## src/rtl/mbp_update_queue.sv

```systemverilog
// In-order queue between the fetch-side prediction path and the mbp predictor update port.
// Optional MBP_UQ_STATS_EN adds saturating update/mispredict counters.
`timescale 1ns/1ps

package mbp_uq_pkg;

  typedef struct packed {
    int unsigned VLEN;
    int unsigned GIdxW;
    int unsigned LIdxW;
  } cva6_cfg_t;

  localparam cva6_cfg_t build_config = '{VLEN: 64, GIdxW: 10, LIdxW: 8};

  typedef struct packed {
    logic [build_config.GIdxW-1:0] gindex;
    logic [1:0]                    gbp_cnt;
    logic                          gbp_taken;
    logic [build_config.LIdxW-1:0] lindex;
    logic [1:0]                    lbp_cnt;
    logic                          lbp_taken;
  } bp_metadata_t;

  typedef struct packed {
    logic                         valid;
    logic [build_config.VLEN-1:0] pc;
    logic                         taken;
    bp_metadata_t                 metadata;
  } bht_update_t;

endpackage

module mbp_update_queue #(
  parameter mbp_uq_pkg::cva6_cfg_t CVA6Cfg = mbp_uq_pkg::build_config,
  parameter type bp_metadata_t = mbp_uq_pkg::bp_metadata_t,
  parameter type bht_update_t = mbp_uq_pkg::bht_update_t,
  parameter int unsigned DEPTH = 8,
  parameter int unsigned CNT_W = 32
) (
  input  logic                      clk_i,
  input  logic                      rst_ni,
  input  logic                      flush_i,
  // push side: a beat transfers when push_valid_i && push_ready_o at the rising edge;
  // push_ready_o depends only on registered state, and a refused source holds its data.
  input  logic                      push_valid_i,
  output logic                      push_ready_o,
  input  logic [CVA6Cfg.VLEN-1:0]   push_pc_i,
  input  logic                      push_taken_i,
  input  bp_metadata_t              push_metadata_i,
  input  logic                      resolve_valid_i,
  input  logic                      resolve_taken_i,
  output bht_update_t               bht_update_o,
  output logic                      mispredict_o,
  output logic [$clog2(DEPTH):0]    occupancy_o,
  output logic                      empty_o,
  output logic                      full_o,
  output logic [CNT_W-1:0]          stat_updates_o,
  output logic [CNT_W-1:0]          stat_mispredicts_o
);

  localparam int unsigned PTR_W = $clog2(DEPTH);
  localparam int unsigned OCC_W = PTR_W + 1;

  logic [CVA6Cfg.VLEN-1:0] pc_q    [DEPTH];
  logic                    taken_q [DEPTH];
  bp_metadata_t            meta_q  [DEPTH];

  logic [PTR_W-1:0] wr_ptr_q, rd_ptr_q;
  logic [OCC_W-1:0] occ_q;
  bht_update_t      upd_q;
  logic             mis_q;

  logic do_push, do_pop;

  assign empty_o      = (occ_q == '0);
  assign full_o       = (occ_q == OCC_W'(DEPTH));
  assign push_ready_o = !full_o;
  assign occupancy_o  = occ_q;
  assign bht_update_o = upd_q;
  assign mispredict_o = mis_q;

  // A push coinciding with a flush is dropped; a resolve in the flush cycle still pops.
  assign do_push = push_valid_i && push_ready_o && !flush_i;
  assign do_pop  = resolve_valid_i && !empty_o;

  always_ff @(posedge clk_i) begin
    if (do_push) begin
      pc_q[wr_ptr_q]    <= push_pc_i;
      taken_q[wr_ptr_q] <= push_taken_i;
      meta_q[wr_ptr_q]  <= push_metadata_i;
    end
  end

  always_ff @(posedge clk_i or negedge rst_ni) begin
    if (!rst_ni) begin
      wr_ptr_q <= '0;
      rd_ptr_q <= '0;
      occ_q    <= '0;
    end else if (flush_i) begin
      wr_ptr_q <= '0;
      rd_ptr_q <= '0;
      occ_q    <= '0;
    end else begin
      if (do_push) wr_ptr_q <= wr_ptr_q + 1'b1;
      if (do_pop)  rd_ptr_q <= rd_ptr_q + 1'b1;
      if (do_push && !do_pop)      occ_q <= occ_q + 1'b1;
      else if (do_pop && !do_push) occ_q <= occ_q - 1'b1;
    end
  end

  // Only valid and mispredict pulse; the payload fields hold their last value.
  always_ff @(posedge clk_i or negedge rst_ni) begin
    if (!rst_ni) begin
      upd_q <= '0;
      mis_q <= 1'b0;
    end else begin
      upd_q.valid <= do_pop;
      mis_q       <= do_pop && (resolve_taken_i != taken_q[rd_ptr_q]);
      if (do_pop) begin
        upd_q.pc       <= pc_q[rd_ptr_q];
        upd_q.taken    <= resolve_taken_i;
        upd_q.metadata <= meta_q[rd_ptr_q];
      end
    end
  end

`ifdef MBP_UQ_STATS_EN
  logic [CNT_W-1:0] stat_upd_q, stat_mis_q;

  always_ff @(posedge clk_i or negedge rst_ni) begin
    if (!rst_ni) begin
      stat_upd_q <= '0;
      stat_mis_q <= '0;
    end else begin
      if (upd_q.valid && (stat_upd_q != '1)) stat_upd_q <= stat_upd_q + 1'b1;
      if (mis_q && (stat_mis_q != '1))       stat_mis_q <= stat_mis_q + 1'b1;
    end
  end

  assign stat_updates_o     = stat_upd_q;
  assign stat_mispredicts_o = stat_mis_q;
`else
  assign stat_updates_o     = '0;
  assign stat_mispredicts_o = '0;
`endif

endmodule

```

## config.mk

```make
export PLATFORM = sky130hd
export DESIGN_NAME = mbp_update_queue
export DESIGN_NICKNAME = d
export VERILOG_FILES = /design/src/rtl/mbp_update_queue.sv
export SDC_FILE = /design/constraint.sdc
export NUM_CORES = 1
export LEC_CHECK = 0
export CAP_MARGIN = 20
export CORE_ASPECT_RATIO = 0.8
export CORE_MARGIN = 2
export CORE_UTILIZATION = 40
export CTS_CLUSTER_SIZE = 10
export DETAILED_ROUTE_END_ITERATION = 8
export GPL_TIMING_DRIVEN = 1
export PLACE_DENSITY = 0.59
export SYNTH_ARGS = -nofsm -noshare
export SYNTH_HDL_FRONTEND = slang
export SYNTH_SLANG_ARGS = --single-unit
```

## constraint.sdc

```tcl
create_clock -name clk_i -period 8.2 [get_ports clk_i]
set_input_delay 0.82 -clock clk_i [delete_from_list [all_inputs] [get_ports clk_i]]
set_output_delay 0.82 -clock clk_i [all_outputs]
set_load 0.01 [all_outputs]
```

After elaboration in Yosys (flattened, before gate mapping)

Memory sizes are Yosys's and may differ from the RTL's. A register that Yosys moved wholly into a read port is not among the register bits.
Cells that the tools add are included.

Memories kept: 3
Register bits: 13
RAM bits: 712
Output and inout bits: 162
Bits of input ports: 95

Muxes and demuxes: 9
Reductions and logical operators: 17
Eq/ne operators: 2
Add/sub/neg operators: 4

Memories:

| memory  | depth | bits a word | read ports | clocked after memory_dff | write ports | RTL line | source |
|---|---|---|---|---|---|---|---|
| pc_q    | 8     | 64          | 1          | 1                        | 1           | 64       | `logic [CVA6Cfg.VLEN-1:0] pc_q [DEPTH];` |
| meta_q  | 8     | 24          | 1          | 1                        | 1           | 66       | `bp_metadata_t meta_q [DEPTH];` |
| taken_q | 8     | 1           | 1          | 0                        | 1           | 65       | `logic taken_q [DEPTH];` |

Operators with widths:

| cell                  | count |
|---|---|
| $mux W3               | 4 |
| $mux W4               | 3 |
| $logic_not A1 Y1      | 7 |
| $add A3 B1 Y3 const B | 2 |
| $logic_and A1 B1 Y1   | 6 |
| $add A4 B1 Y4 const B | 1 |
| $eq A4 B4 Y1 const B  | 1 |
| $logic_not A4 Y1      | 1 |
| $reduce_bool A2 Y1    | 2 |
| $sub A4 B1 Y4 const B | 1 |
| $reduce_bool A3 Y1    | 1 |
| $mux W1               | 2 |
| $ne A1 B1 Y1          | 1 |

Depth between registers and ports, before layout

Depth in word-level cells: 9
Gate-level depth with buffers: 11
Gate-level depth less buffers: 10

Worst setup path after synthesis

No wires, ideal clock.

Path type: flip-flop to flip-flop
Start: reg occ_q[0], in the netlist occupancy_o[0]
End: mem meta_q[0][0] in the netlist's numbering (enable)
Arrival time: 7.345 ns
Setup slack: 0.209 ns
Required time: 7.555 ns
Stages on the path, launching flop included: 7
Cells stage by stage: dfrtp_1 > or4b_1 > buf_6 > inv_1 > nor3b_1 > nand2b_1 > nor3_1

Word-level cells in the longest chain between the ends: 6

RTL lines:

| what                              | RTL line | source |
|---|---|---|
| start, declared                   | 69       | `logic [OCC_W-1:0] occ_q;` |
| start signal, assigned            | 106      | `if (do_push && !do_pop) occ_q <= occ_q + 1'b1;` |
| start signal, assigned            | 107      | `else if (do_pop && !do_push) occ_q <= occ_q - 1'b1;` |
| $eq A4 B4 Y1                      | 76       | `assign full_o = (occ_q == OCC_W'(DEPTH));` |
| $logic_not A1 Y1                  | 77       | `assign push_ready_o = !full_o;` |
| via push_ready_o                  | 46       | `output logic push_ready_o,` |
| $logic_and A1 B1 Y1 (2 in series) | 83       | `assign do_push = push_valid_i && push_ready_o && !flush_i;` |
| $mux W1                           | 87       | `if (do_push) begin` |
| $mux W1 (implied by the code)     | 90       | `meta_q[wr_ptr_q] <= push_metadata_i;` |
| end, declared                     | 66       |  |

The timed path passes the listed nets, and every way through them passes these cells.

Final worst setup path

Start: in flush_i
End: mem pc_q[0][46] in the netlist's numbering (enable)

Word-level cells in the longest chain between the ends: 4

RTL lines:

| what                          | RTL line | source |
|---|---|---|
| start, declared               | 42       | `input logic flush_i,` |
| $logic_not A1 Y1              | 83       |  |
| $logic_and A1 B1 Y1           | 83       |  |
| $mux W1                       | 87       |  |
| $mux W1 (implied by the code) | 88       | `pc_q[wr_ptr_q] <= push_pc_i;` |
| end, declared                 | 64       |  |

Every way passes these cells.

==> flow_summary.yaml <==
synth:
  synth_top_area_share_pct: 69.3
  synth_edf_count: 712
  synth_area_leaders: "edfxtp_1 (69%), mux4_2 (13%), dfrtp_1 (8.2%)"
  yosysWarnings: 0
  ys_top_cells_by_count: "edfxtp_1 (712), mux4_2 (178), dfrtp_1 (101), nand2_1 (100)"
  async_flop_share_pct: 12.4
  seq_area_frac_synth_pct: 77.5
  netlist_instances: 1466
  synth.distinct_cells: 32
  syn_area_um2: 30800
  synth_top_cell_by_area: "edfxtp_1"
  yosysMostFrequentCell: "edfxtp_1"
  ys_ff_latch: 813
  yosys_most_used_dff: "edfxtp_1"
  synth.avg_cell_area_um2: 21.0
power:
  max-vdd-ir-drop_v: 0.000184
  power_density_nw_per_um2: 307
  p_leak_nw: 11.8
timing:
  rsz0062_at_grt: "false"
  worst_pin_slew_ns: 1.01
  min_period_ns: 3.68
  hold_viol_final: 0
  fin_crit_sh_pct: 44.9
  relSlewSlack_pct: 32.8
  setup_viol: 0
  finalClockSkew_ns: 0.0310
  slew_viol_final: 0
  tns_ns: 0
  fmax_mhz: 271
floorplan:
  ios: 257
  dieArea_um2: 79400
  core_um2: 76700
  die_x_um: 314
  num_rows: 91
  die_height_um: 252
  initial_core_util_pct: 40.2
cells_and_area:
  seq_area_um2: 23900
  syn_to_final_growth_pct: 18.9
  multi_input_area_um2: 6410
  drive_above_1_share_pct: 18.3
  stdcell_area_um2: 36700
  n_fill_cell: 6292
  layout.nets: 1807
worst_setup_path:
  crit_fanout: 51
  path_cells: "clkdlybuf4s50_1 > nor3b_1 > nand2b_1 > nor3_2 > buf_4 > buf_4"
  cp.arrival_ns: 3.92
  critPathSlowestCell: "buf_4"
  setup.worst_path.class: "input pin to register"
  critPathRequiredTime_ns: 8.44
  max_stage_delay_ns: 0.73
  crit_top_cell: "buf_4"
  cp_top_family: "buffers and inverters"
  critPathBufInv: 3
  worst_setup_path_start_kind: "input pin"
  crit_path_end_kind: "register"
place:
  dp_hpwl_um: 35400
  port_buffers: 192
  gp_congestion: 0.713
  place_area_um2: 33800
global_route:
  grtUsageMet1_pct: 23.4
  antenna_found_initial: 10
  gr-max-usage-layer: "met2"
  gr-usage-met3_pct: 3.60
  grt.total_usage_pct: 16.1
  use_met2_pct: 24.9
  grt_max_degree: 184
  grt_pass1_wl_um: 94800
  grt_pass1_vias: 14700
  grt-ovfl-total: 0
clock_network:
  cts_buffer_depth: 3
  htree_levels: 3
  post_cts_buffers: 0
  cts_tree: "done"
  clkLatencyLatePin_ns: 0.63
  clkTransAtPathRegs_ns: 0.05
  hold_buffers: 0
  cts.sinks: 813
  cts.repair.resized: 0
  cts_root_buf: "clkbuf_16"
  cts_buffers: 93
route:
  num_vias: 14200
  drc: 0
  drtAntennaViolNets: 0
  firstDrtPassIters: 4
  wl_per_cell_um: 22.6
  drt-total-wl_um: 63400
  vias_per_cell: 5.05
  drt_iter0_markers: 940
job:
  cap_violations: 0
outcome:
  status: "finished, final reports clean"
worst_hold_path:
  hold_class: "input pin to async pin"
[layout by cell type, fill, tap and decap left out, types with 23 or more instances in the layout]
master,Yosys,layout
buf_4,65,23
clkbuf_16,0,95
clkbuf_1,33,65
mux2i_1,90,90
nand2_1,100,100
o21ai_0,90,90
clkdlybuf4s50_1,0,191
mux4_2,178,178
dfrtp_1,101,98
edfxtp_1,712,712
conb_1,1,64
[where the power goes]
| part | internal [W] | leakage (nW) | switching (W) |
|---|---|---|---|
| Clock | 0.00226 | 1.34 | 0.00156 |
| Sequential | 0.00486 | 7.68 | 0.000213 |
| Combinational | 0.00122 | 2.73 | 0.00116 |
| Total | 0.00833 | 11.8 | 0.00292 |
[registers in the layout, summed over array words and instances (netlist names)]
name and cells:
rd_ptr_q 3, taken_q 8, bht_update_o 90, wr_ptr_q 3, occupancy_o 4, mispredict_o 1
pc_q 512, meta_q 192
[final timing paths]
path	from	end	cells after the start	slack, ns
setup reg to reg	occupancy_o[1]	pc_q[0][46]	7	4.53
max in group asynchronous	rst_ni	rd_ptr_q[1]	2	6.76
hold reg to reg	bht_update_o[24]	bht_update_o[24]	2	0.47
hold / removal	rst_ni	bht_update_o[1]	1	0.12
setup / recovery	flush_i	pc_q[0][46]	6	4.52
min in group clk_i	bht_update_o[24]	bht_update_o[24]	2	0.47
[stage by stage]
stage	setup slack, ns	power, W	cells	utilization [%]	hold slack (ns)
final	4.52	0.0113	2808	47.8	0.115
after global placement	3.91	0.00756	2632	44.0	0.462
after detailed placement	3.83	0.00758	2632	44.0	0.463
after global routing	4.24	0.0118	2808	47.8	0.134
after CTS	4.47	0.0114	2803	47.7	0.102
after floorplan	0.209	0.00661	1529	-	0.511
[metal layers]
layer  vias up  routed length [µm]  part of all wire [%]
met3        97                3310                   5.2
met1      7427               29200                    46
li1       6273                   -                     -
met4        12                1040                   1.6
met2       361               29800                    47
met5         -                  67                  0.11
[cell families (layout without fill, tap and decap cells)]
kind of cell | after synthesis | count (layout) | share of synthesized area [%]
adder cells (fa/ha/maj) | 5 | 5 | 0.227
AO/OA/AOI/OAI | 100 | 100 | 1.77
buffers and inverters | 143 | 397 | 2.65
XOR/XNOR | 6 | 6 | 0.170
flip-flops | 813 | 813 | 77.5
multiplexers | 268 | 268 | 15.9
AND/OR/NAND/NOR | 130 | 130 | 1.73
other | 1 | 66 | 0.0122
[cell type report]
cell class	count	share of cell area (%)
inverters	6	0.0614
clock buffers	163	7.26
flip-flops and latches	813	65.2
well taps	1023	3.49
multi-input cells	573	17.5
repair buffers	220	6.03
diodes	2	0.0136
clock inverters	8	0.454
[worst reg2reg max path: stages, from the launching register on]
cell	delay (ns)
dfrtp_1	0.50
or4b_1	0.37
inv_1	0.10
nor3b_1	0.35
nand2b_1	0.30
nor3_2	0.20
buf_4	0.73
buf_4	0.73
No activity file was read; power rests on OpenSTA's default activity.
